`src/rtl/bp_pkg.sv`:
```
// ---------------------------------------------------------------------------
// bp_pkg
// Definitions shared by the fetch-side PC / prediction-tracking pipeline.
//   - branch_e_t   : redirect code returned to NPC_Generator from stage E
//   - FLAG_HIT/FLAG_PRED : bit positions inside the 2-bit BTB flag field
//   - IDX_W_DEFAULT / CNT_W_DEFAULT : default BTB index and counter widths
// ---------------------------------------------------------------------------
package bp_pkg;

   localparam int IDX_W_DEFAULT = 3;    // 8-entry BTB
   localparam int CNT_W_DEFAULT = 32;

   localparam int FLAG_HIT  = 0;
   localparam int FLAG_PRED = 1;

   typedef enum logic [1:0] {
      BR_OK             = 2'b00,   // prediction correct, no redirect
      BR_MISS_TAKEN     = 2'b01,   // BTB miss, branch actually taken
      BR_HIT_NT_TAKEN   = 2'b10,   // BTB hit predicted not-taken, actually taken
      BR_HIT_T_NOTTAKEN = 2'b11    // predicted taken, not taken (or not a branch)
   } branch_e_t;

   // Resolve one branch against its prediction. A flag value of 2'b10
   // (predict taken without a hit) cannot come from a sane BTB; since the
   // hit bit is clear it falls through to the miss path, i.e. it behaves
   // exactly like 2'b00.
   function automatic branch_e_t classify_branch(
      input logic [1:0] flags,
      input logic       is_branch,
      input logic       taken
   );
      branch_e_t code;
      code = BR_OK;
      if (flags[FLAG_HIT] && flags[FLAG_PRED]) begin
         // A predicted-taken redirect already happened; undo it whenever
         // the instruction turned out not to be a taken branch.
         if (!is_branch || !taken) begin
            code = BR_HIT_T_NOTTAKEN;
         end
      end else if (flags[FLAG_HIT]) begin
         if (is_branch && taken) begin
            code = BR_HIT_NT_TAKEN;
         end
      end else begin
         if (is_branch && taken) begin
            code = BR_MISS_TAKEN;
         end
      end
      return code;
   endfunction

endpackage

```
`src/rtl/bp_stage_reg.sv`:
```
// ---------------------------------------------------------------------------
// bp_stage_reg
// One pipeline stage register carrying a PC, its BTB flags and BTB index.
// Priority: srst > flush > stall > load.
// Ports:
//   clk, srst              : clock, synchronous active-high reset
//   stall                  : hold current contents
//   flush                  : clear contents to a bubble (all zero)
//   next_pc/next_flags/next_index : values loaded when not stalled
//   pc/flags/index         : registered stage contents
// ---------------------------------------------------------------------------
module bp_stage_reg
   import bp_pkg::*;
#(
   parameter int IDX_W = IDX_W_DEFAULT
)(
   input  logic             clk,
   input  logic             srst,
   input  logic             stall,
   input  logic             flush,
   input  logic [31:0]      next_pc,
   input  logic [1:0]       next_flags,
   input  logic [IDX_W-1:0] next_index,
   output logic [31:0]      pc,
   output logic [1:0]       flags,
   output logic [IDX_W-1:0] index
);

   logic [31:0]      pc_reg;
   logic [1:0]       flags_reg;
   logic [IDX_W-1:0] index_reg;

   always_ff @(posedge clk) begin
      if (srst || flush) begin
         pc_reg    <= '0;
         flags_reg <= '0;
         index_reg <= '0;
      end else if (!stall) begin
         pc_reg    <= next_pc;
         flags_reg <= next_flags;
         index_reg <= next_index;
      end
   end

   assign pc    = pc_reg;
   assign flags = flags_reg;
   assign index = index_reg;

endmodule

```
`src/rtl/bp_pipe_track.sv`:
```
// ---------------------------------------------------------------------------
// bp_pipe_track
// Fetch-side PC register plus F->D->E tracking of BTB hit/prediction flags
// and BTB index. In E the resolved branch is compared to the prediction and
// a 2-bit redirect code (BranchE) is returned combinationally to
// NPC_Generator. Branch and misprediction counters are kept for statistics.
// Ports:
//   clk, CpuRst                  : clock, synchronous active-high reset
//   PC_In, BranchFlags, BranchIndex : next PC and its BTB lookup result
//   StallF/D/E, FlushD/E         : hazard-unit controls per stage
//   IsBranchE, BranchTakenE      : branch resolution for the E instruction
//   PCF/PCD/PCE                  : per-stage PC
//   BranchFlagsF/E, BranchIndexF/E : per-stage prediction info
//   BranchE                      : redirect code (00 = no redirect)
//   BrCount, MissCount           : saturating statistics counters
// ---------------------------------------------------------------------------
module bp_pipe_track
   import bp_pkg::*;
#(
   parameter int IDX_W = IDX_W_DEFAULT,
   parameter int CNT_W = CNT_W_DEFAULT
)(
   input  logic             clk,
   input  logic             CpuRst,
   input  logic [31:0]      PC_In,
   input  logic [1:0]       BranchFlags,
   input  logic [IDX_W-1:0] BranchIndex,
   input  logic             StallF,
   input  logic             StallD,
   input  logic             StallE,
   input  logic             FlushD,
   input  logic             FlushE,
   input  logic             IsBranchE,
   input  logic             BranchTakenE,
   output logic [31:0]      PCF,
   output logic [31:0]      PCD,
   output logic [31:0]      PCE,
   output logic [1:0]       BranchFlagsF,
   output logic [1:0]       BranchFlagsE,
   output logic [IDX_W-1:0] BranchIndexF,
   output logic [IDX_W-1:0] BranchIndexE,
   output logic [1:0]       BranchE,
   output logic [CNT_W-1:0] BrCount,
   output logic [CNT_W-1:0] MissCount
);

   localparam logic [CNT_W-1:0] CNT_MAX = '1;

   // D-stage prediction info is internal only; it just feeds stage E.
   logic [1:0]       flags_d;
   logic [IDX_W-1:0] index_d;

   // ------------------------------------------------------------------
   // Stage registers. F never bubbles, so its flush is tied off.
   // ------------------------------------------------------------------
   bp_stage_reg #(.IDX_W(IDX_W)) u_stage_f (
      .clk        (clk),
      .srst       (CpuRst),
      .stall      (StallF),
      .flush      (1'b0),
      .next_pc    (PC_In),
      .next_flags (BranchFlags),
      .next_index (BranchIndex),
      .pc         (PCF),
      .flags      (BranchFlagsF),
      .index      (BranchIndexF)
   );

   bp_stage_reg #(.IDX_W(IDX_W)) u_stage_d (
      .clk        (clk),
      .srst       (CpuRst),
      .stall      (StallD),
      .flush      (FlushD),
      .next_pc    (PCF),
      .next_flags (BranchFlagsF),
      .next_index (BranchIndexF),
      .pc         (PCD),
      .flags      (flags_d),
      .index      (index_d)
   );

   bp_stage_reg #(.IDX_W(IDX_W)) u_stage_e (
      .clk        (clk),
      .srst       (CpuRst),
      .stall      (StallE),
      .flush      (FlushE),
      .next_pc    (PCD),
      .next_flags (flags_d),
      .next_index (index_d),
      .pc         (PCE),
      .flags      (BranchFlagsE),
      .index      (BranchIndexE)
   );

   // ------------------------------------------------------------------
   // Classification: purely combinational from E state so NPC_Generator
   // can redirect in the same cycle.
   // ------------------------------------------------------------------
   branch_e_t br_class;

   always_comb begin
      br_class = classify_branch(BranchFlagsE, IsBranchE, BranchTakenE);
   end

   assign BranchE = br_class;

   // ------------------------------------------------------------------
   // Statistics. Counting only on non-stalled cycles means an instruction
   // held in E by a stall contributes exactly once, on the cycle it leaves.
   // ------------------------------------------------------------------
   logic [CNT_W-1:0] br_count_reg;
   logic [CNT_W-1:0] miss_count_reg;
   logic [CNT_W-1:0] br_count_next;
   logic [CNT_W-1:0] miss_count_next;

   always_comb begin
      br_count_next   = br_count_reg;
      miss_count_next = miss_count_reg;
      if (!StallE) begin
         if (IsBranchE && (br_count_reg != CNT_MAX)) begin
            br_count_next = br_count_reg + CNT_W'(1);
         end
         if ((br_class != BR_OK) && (miss_count_reg != CNT_MAX)) begin
            miss_count_next = miss_count_reg + CNT_W'(1);
         end
      end
   end

   always_ff @(posedge clk) begin
      if (CpuRst) begin
         br_count_reg   <= '0;
         miss_count_reg <= '0;
      end else begin
         br_count_reg   <= br_count_next;
         miss_count_reg <= miss_count_next;
      end
   end

   assign BrCount   = br_count_reg;
   assign MissCount = miss_count_reg;

endmodule

```
`config.mk`:
```
export PLATFORM = sky130hd
export DESIGN_NAME = bp_pipe_track
export DESIGN_NICKNAME = d
export VERILOG_FILES = /design/src/rtl/bp_pkg.sv /design/src/rtl/bp_stage_reg.sv /design/src/rtl/bp_pipe_track.sv
export SDC_FILE = /design/constraint.sdc
export NUM_CORES = 1
export LEC_CHECK = 0
export BUFFER_PORTS_ARGS = -buffer_cell sky130_fd_sc_hd__buf_2
export CORE_ASPECT_RATIO = 0.5
export CORE_MARGIN = 5
export CORE_UTILIZATION = 40
export CTS_CLUSTER_DIAMETER = 80
export DETAILED_ROUTE_END_ITERATION = 8
export PLACE_DENSITY_LB_ADDON = 0.1
export SLEW_MARGIN = 5
export SYNTH_ARGS = -nofsm -noshare
export SYNTH_HDL_FRONTEND = slang
export SYNTH_SLANG_ARGS = --single-unit
```
`constraint.sdc`:
```
create_clock -name clk -period 2.5 [get_ports clk]
set_input_delay 0.125 -clock clk [delete_from_list [all_inputs] [get_ports clk]]
set_output_delay 0.125 -clock clk [all_outputs]
set_load 0.01 [all_outputs]
```
# Yosys cells after proc, flatten, opt, wreduce, memory -nomap -nowiden
# Cells that the tools add are included.
# word_totals
reg_bits	175
latch_bits	0
ram_bits	0
mem_bits_ro	0
output_inout_bits	172
wordCells	33
memories	0
# op_classes
n_addsub	2
multipliers	0
n_div	0
n_lt_le_gt_ge	0
n_eq_ne	2
shifts	0
muxes	5
bitwise_logic	1
reduce_logical	12
# ops
operator	n
$add A32 B1 Y32 const B	2
$ne A32 B32 Y1 const B	2
$mux W2	4
$logic_and A1 B1 Y1	4
$reduce_and A2 Y1	2
$logic_or A1 B1 Y1	3
$logic_not A1 Y1	2
$reduce_bool A2 Y1	1
$mux W1	1
$not A1 Y1	1

# Longest topological paths before layout
# Gate-level depths: netlist of the first run.
# logic_depth
ltp_word	7
mapped_depth	8
ltp_nobuf	7

# Modules after synthesis
# A second synthesis of the first run with hierarchy kept.
# unflattened
hier_cells	776
area_unflattened_um2	7419.6
# modules_own_cells
module	instances	cells_each	area_each_um2
bp_stage_reg	3	120	1346.3
bp_pipe_track	1	416	3380.7

# Worst setup path before layout of the first run
# Ideal clock, no wire load.
# synth_path
path_kind	reg2reg
startpoint	register miss_count_reg[23] (netlist: MissCount[23])
endpoint	register miss_count_reg[17] (netlist: MissCount[17])
setup_ps	121
t_arrival_ps	1852
t_required_ps	2379
slack_ps	528
path_stages_with_launch	7
path_buffers	0
period_less_slack_ps	1972
path_cell_list	dfxtp_1 > nand4_2 > nor3_1 > nand4_2 > and2_2 > nand3_1 > mux2_2
# synth_between
elab_chain_len	3
# synth_lines
item	line_no	rtl
start: declaration	bp_pipe_track.sv:112	logic [CNT_W-1:0] miss_count_reg;
start signal: assignment	bp_pipe_track.sv:135	miss_count_reg <= miss_count_next;
$ne A32 B32 Y1	bp_pipe_track.sv:123	if ((br_class != BR_OK) && (miss_count_reg != CNT_MAX)) begin
$logic_and A1 B1 Y1	bp_pipe_track.sv:123	
$reduce_and A2 Y1 (no line)	--	
# Every way passes these cells.
# A chain may end at the register's enable or synchronous reset.

# Worst setup path in the final report of the first run
# Ends and elaborated chain as after synthesis.

==> results of run 1 <==
repair_timing:
| action | in CTS | in global routing |
|---|---|---|
| hold buffers | 37 | 0 |
| buffers inserted | 0 | 0 |
| endpoints found under the hold margin | 37 | 0 |
cell type report:
type	count	area, um2
timing repair buffer	266	1562
clock buffer	21	470.5
fill	1616	7980
inverter	5	18.77
tap	234	292.8
multi-input combinational	512	3356
clock inverter	11	131.4
sequential	175	3503
worst register-to-register path, stage by stage, from the launching register on:
cell     delay [ns]
dfxtp_1        0.43
nand4_2        0.18
nor3_1         0.49
nand4_2        0.33
and2_2         0.32
nand3_1        0.08
mux2_2         0.33
logic make-up after synthesis:
group                    share of synthesized area
AO/OA/AOI/OAI                              0.02566
XOR/XNOR                                   0.06345
adder cells (fa/ha/maj)                   0.003564
buffers and inverters                      0.02299
flip-flops                                  0.4990
multiplexers                                0.1613
AND/OR/NAND/NOR                             0.2240
power by group through the flow:
stage               clock network, W  logic [W]  registers [W]
CTS                          0.00277   0.000409        0.00288
global placement                   0   0.000360        0.00294
finish                       0.00271   0.000403        0.00288
floorplan                          0   0.000194        0.00296
detailed placement                 0   0.000361        0.00294
global route                 0.00290   0.000439        0.00289
through the flow:
stage | cells | hold slack (ns) | area (um2) | util
after floorplan | 727 | 0.2689 | 7020 | -
after global placement | 1155 | 0.3566 | 8362 | 0.4829
after detailed placement | 1155 | 0.3644 | 8362 | 0.4829
after CTS | 1224 | 0.01630 | 9334 | 0.5391
after global routing | 1224 | 0.03342 | 9334 | 0.5391
final | 1224 | 0.03331 | 9334 | 0.5391
layer usage:
metal,vias up,track usage,routed length (um),share of wire
met2,120,0.3092,9108,0.48
met1,2843,0.2355,8773,0.46
met4,0,0.04550,201,0.011
met5,-,0,0,0
li1,2998,-,-,-
met3,19,0.04314,880,0.046
how the worst max path moves through the flow:
stage | slack [ns] | cells after the start | endpoint | from
after floorplan | 0.53 | 6 | MissCount[17]$_SDFFE_PP0P_ | MissCount[23]$_SDFFE_PP0P_
after global placement | 0.41 | 6 | MissCount[17]$_SDFFE_PP0P_ | MissCount[24]$_SDFFE_PP0P_
after detailed placement | 0.27 | 6 | MissCount[17]$_SDFFE_PP0P_ | MissCount[23]$_SDFFE_PP0P_
after CTS | 0.24 | 6 | MissCount[17]$_SDFFE_PP0P_ | MissCount[23]$_SDFFE_PP0P_
after global routing | 0.04 | 6 | MissCount[17]$_SDFFE_PP0P_ | MissCount[23]$_SDFFE_PP0P_
final | 0.23 | 6 | MissCount[17]$_SDFFE_PP0P_ | MissCount[23]$_SDFFE_PP0P_
cells in the final DEF (no fill, tap or decap), types with 17 or more instances in the layout:
cell           instances
dfxtp_1              175
nand4_1               19
nor2_1               174
xor2_1                37
clkbuf_16             17
buf_2                216
nand3_1               31
dlygate4sd3_1         37
nand2_1               21
mux2i_1              112
==> flow_metrics.tcl, run 1 <==
set metrics [dict create \
    relSlewSlack 0.4916 \
    crit_family "simple AND/OR/NAND/NOR gates" \
    worstPathArrival_ns 2.58 \
    vdd_drop_max_mv 0.4705 \
    first_pass_iters 4 \
    max_freq_ghz 0.4408 \
    htree_levels 4 \
    io_buffers 217 \
    period_share 0.9074 \
    cp.required_ns 2.81 \
    path_cells "nand4_2, nor3_1, nand4_2, and2_2, nand3_1, mux2_2" \
    power.total_w 0.005988 \
    cp_max_fo 8 \
    route.vias.total 5980 \
    outcome "completed" \
    synthArstFlopShare 0 \
    p_per_area_nw_per_um2 641.5 \
    clockBufferDepth 2 \
    maxCapViolations 0 \
    ys_warn_count 0 \
    initial_core_util 0.4055 \
    seqPwrFrac 0.481 \
    wl_per_cell_um 15.49 \
    combPwrFrac 0.067 \
    grt_pass1_vias 5756 \
    setup_viol_count_final 0 \
    row_count 34 \
    synth_top_cell_by_area "dfxtp_1" \
    grt_usage 0.1826 \
    cts_tree "yes" \
    switching_share 0.2332 \
    post-place-ws_ns 0.2744 \
    r2r_end "MissCount[17]$_SDFFE_PP0P_" \
    insertion_delay_ns 0.42 \
    dieHeight_um 103.7 \
    clk_pin_slew_ns 0.07 \
    drc_errors 0 \
    switching_power_w 0.001396 \
    synth_seq_cells 175 \
    grt_max_degree 40 \
    drt_iter0_markers 158 \
    gp_congestion 0.7600 \
    cts-resized-gates 0 \
    cts.sinks 175 \
    worstMarginPinSlew_ns 0.7590 \
    skew_ns 0.01040 \
    rsz0062_at_grt "no" \
    critPathSlowestCell "nor3_1" \
    p_int_w 0.004592 \
    areaGrowthSynthToFinish_pct 32.95 \
    synth_top_area_share 0.4990 \
    antenna_found_initial 0 \
    grt-ovfl-total 0 \
    syn_inst 727 \
    pwr-share-clk 0.452 \
    synth_flop_cell "dfxtp_1" \
    r2r-start "MissCount[23]$_SDFFE_PP0P_" \
    layout-drive-gt1-share 0.2848 \
    ys_types 45 \
    hp-start "FlushD" \
    hold_path_class "input port to register" \
    die_w_um 197.4 \
    path_class "register to register" \
    cts_root_buffer "clkbuf_16" \
    cts-buffers-inserted 17 \
    synth.most_common_cell "dfxtp_1" \
    diodes 0 \
    critPathLaunchType "register" \
    leakage_nw 4.395 \
    finalCriticalPeriod_ns 2.269 \
    slowest_delay_ns 0.49 \
    synth_fp_nets 775 \
    finalWorstSetupSlack_ns 0.2314 \
    hold_end "u_stage_d.pc[30]$_SDFFE_PP0N_" \
    crit_buf_inv 0 \
    cp_common_cell "nand4_2" \
    syn-cell-area_um2 7020 \
    min_delay_path_depth 3 \
    grt_pass1_wl_um 30590 \
    dieArea_um2 20460 \
    finalHoldViolCount 0 \
    wirelength_um 18960 \
    r2r_slack_ns 0.23 \
    synthTopCellsByArea "dfxtp_1 50%, mux2i_1 16%, nor2_1 9.3%" \
    yosysSeqAreaShare 0.4990 \
    pin_count 218 \
    worstRegToRegCells 6 \
    synth_edf_count 0 \
    drv_slew 0 \
    fin_setup_tns_ns 0 \
    ant_nets 0 \
    fin_nets 1025 \
    endpoint_kind "register" \
    yosys-top-cells-count "175 x dfxtp_1, 174 x nor2_1, 112 x mux2i_1" \
    viasPerCell 4.886 \
    dp_hpwl_um 13280 \
    syn_area_per_cell_um2 9.657 \
    coreArea_um2 17310 \
]
Note: power is estimated with default switching activity, not from simulation.
==> inputs of run 2 (changes only) <==
Settings changed: SYNTH_HIERARCHICAL from default to 1.
==> flow_metrics.tcl, run 2 <==
set metrics [dict create \
    cp_max_fo 22 \
    layout_commonest_cell "buf_2" \
    leakage_nw 4.171 \
    fin_nets 1067 \
    setup_viol_count_final 0 \
    whs_ns 0.1255 \
    synth_fp_nets 824 \
    grt_usage 0.1931 \
    cts.sinks 175 \
    worstMarginPinSlew_ns 0.8741 \
    cts_root_buffer "clkbuf_16" \
    post-place-ws_ns 0.1620 \
    gp_congestion 0.8082 \
    outcome "completed" \
    antenna_found_initial 0 \
    finalHoldViolCount 0 \
    grt-ovfl-total 0 \
    cts-buffers-inserted 17 \
    synth.most_common_cell "dfxtp_1" \
    route.vias.total 6573 \
    hold_path_class "input port to register" \
    p_per_area_nw_per_um2 612.9 \
    maxCapViolations 0 \
    dp_hpwl_um 14360 \
    vdd_drop_max_mv 0.4654 \
    ys_types 47 \
    relSlewSlack 0.4173 \
    cts_tree "yes" \
    synthArstFlopShare 0 \
    dieArea_um2 21540 \
    insertion_delay_ns 0.43 \
    yosys-top-cells-count "175 x dfxtp_1, 132 x nor2_1, 112 x mux2i_1" \
    endpoint_kind "register" \
    final_cell_mix "217 x buf_2, 175 x dfxtp_1, 132 x nor2_1, 112 x mux2i_1, 46 x a21oi_1" \
    first_pass_iters 4 \
    finalCriticalPeriod_ns 2.301 \
    power.total_w 0.005841 \
    diodes 0 \
    wirelength_um 21110 \
    cp.required_ns 2.82 \
    areaGrowthSynthToFinish_pct 28.45 \
    layout-drive-gt1-share 0.2713 \
    path_class "register to register" \
    syn-cell-area_um2 7420 \
    synth_top_area_share 0.4722 \
    initial_core_util 0.4053 \
    r2r_slack_ns 0.20 \
    hold_end "MissCount[9]$_SDFFE_PP0P_" \
    dieHeight_um 106.3 \
    drt_iter0_markers 258 \
    finalWorstSetupSlack_ns 0.1991 \
    r2r-start "BrCount[0]$_SDFFE_PP0P_" \
    die_w_um 202.6 \
    ys_warn_count 6 \
    finalNonFillerCells 1272 \
    period_share 0.9203 \
    synth_seq_cells 175 \
    drc_errors 0 \
    grt_pass1_vias 6284 \
    skew_ns 0.009765 \
    grt_max_degree 52 \
    max_freq_ghz 0.4346 \
    synth_flop_cell "dfxtp_1" \
    syn_area_per_cell_um2 9.561 \
    placedCellCount 1203 \
    yosysSeqAreaShare 0.4722 \
    r2r_end "BrCount[19]$_SDFFE_PP0P_" \
    synth_top_cell_by_area "dfxtp_1" \
    hp-start "StallE" \
    io_buffers 217 \
    worstPathArrival_ns 2.62 \
    clk_pin_slew_ns 0.07 \
    min_delay_path_depth 3 \
    fin_setup_tns_ns 0 \
    clockBufferDepth 2 \
    htree_levels 4 \
    pin_count 218 \
    row_count 35 \
    coreArea_um2 18310 \
    drv_slew 0 \
    grt_pass1_wl_um 33510 \
    syn_inst 776 \
    rsz0062_at_grt "no" \
    synthTopCellsByArea "dfxtp_1 47%, mux2i_1 15%, nor2_1 6.7%" \
    worstRegToRegCells 7 \
    critPathLaunchType "register" \
    synth_edf_count 0 \
    wl_per_cell_um 16.59 \
    viasPerCell 5.167 \
    ant_nets 0 \
]
==> run 2: cell count changes in the layout (fill, tap and decap cells not counted), sizes merged, moves of 8 or more <==
cell,delta
xor2,-35
xnor2,-10
o31ai,+25
nor2,-42
or3,+8
a21oi,+33
nand3,-9
or4,+22
nand2,+15
==> run 2: critical path, cell delays in order, from the launching register on <==
cell and delay, ns:
dfxtp_1 0.40, ha_1 0.21, and4_2 0.32, nand4_1 0.30, o31ai_1 0.34, buf_4 0.26, nor3_1 0.09, mux2_2 0.27
==> run 2: how the worst max path moves through the flow <==
stage	from	to	slack (ns)	cells after the start
global placement	BrCount[0]$_SDFFE_PP0P_	BrCount[21]$_SDFFE_PP0P_	0.25	6
detailed placement	BrCount[0]$_SDFFE_PP0P_	BrCount[21]$_SDFFE_PP0P_	0.16	6
floorplan	BrCount[0]$_SDFFE_PP0P_	BrCount[17]$_SDFFE_PP0P_	0.38	8
global route	BrCount[16]$_SDFFE_PP0P_	BrCount[29]$_SDFFE_PP0P_	0.08	5
CTS	BrCount[0]$_SDFFE_PP0P_	BrCount[21]$_SDFFE_PP0P_	0.11	6
finish	BrCount[0]$_SDFFE_PP0P_	BrCount[19]$_SDFFE_PP0P_	0.20	7
==> run 2: logic make-up after synthesis <==
| family | count (synthesis) | synth area share |
|---|---|---|
| buf+inv | 53 | 0.05194 |
| flops | 175 | 0.4722 |
| simple gates | 310 | 0.2111 |
| compound gates | 112 | 0.09477 |
| other cells | 1 | 0.0005054 |
| fa+ha+maj | 2 | 0.003372 |
| mux | 118 | 0.1602 |
| xor+xnor | 5 | 0.005903 |
==> run 2: cell type report <==
type,count,area (um2)
clock buffer,18,429.2
timing repair buffer,271,1584
multi-input combinational,548,3540
inverter,6,22.52
fill,1732,8775
tap,240,300.3
clock inverter,14,151.4
sequential,175,3503
==> run 2: per-stage QoR <==
stage                       util  cell area (um2)
final                     0.5206             9530
after global routing      0.5206             9530
after global placement    0.4682             8571
after floorplan                -             7420
after CTS                 0.5202             9522
after detailed placement  0.4682             8571
==> run 2: power breakdown <==
| group | internal, W | leakage, nW | total [W] | switching, W |
|---|---|---|---|---|
| combinational | 0.000166 | 2.48 | 0.000373 | 0.000206 |
| sequential | 0.00281 | 1.41 | 0.00284 | 0.0000233 |
| clock | 0.00141 | 0.276 | 0.00263 | 0.00122 |
==> run 2: timing repair <==
| item | 4_1_cts | 5_1_grt |
|---|---|---|
| setup buffers | 0 | 0 |
| hold buffers | 37 | 0 |
| endpoints found under the hold margin | 37 | 0 |
| endpoints found under the setup margin | 0 | 1 |
| gates resized for setup | 0 | 1 |
==> run 2: per-layer routing <==
metal  up-vias  GRT usage  wire length, um
met5         -          0                0
met4         0    0.04695              212
met3        20    0.05882             1200
met2       160     0.3248            10030
met1      3113     0.2447             9666
li1       3280          -                -
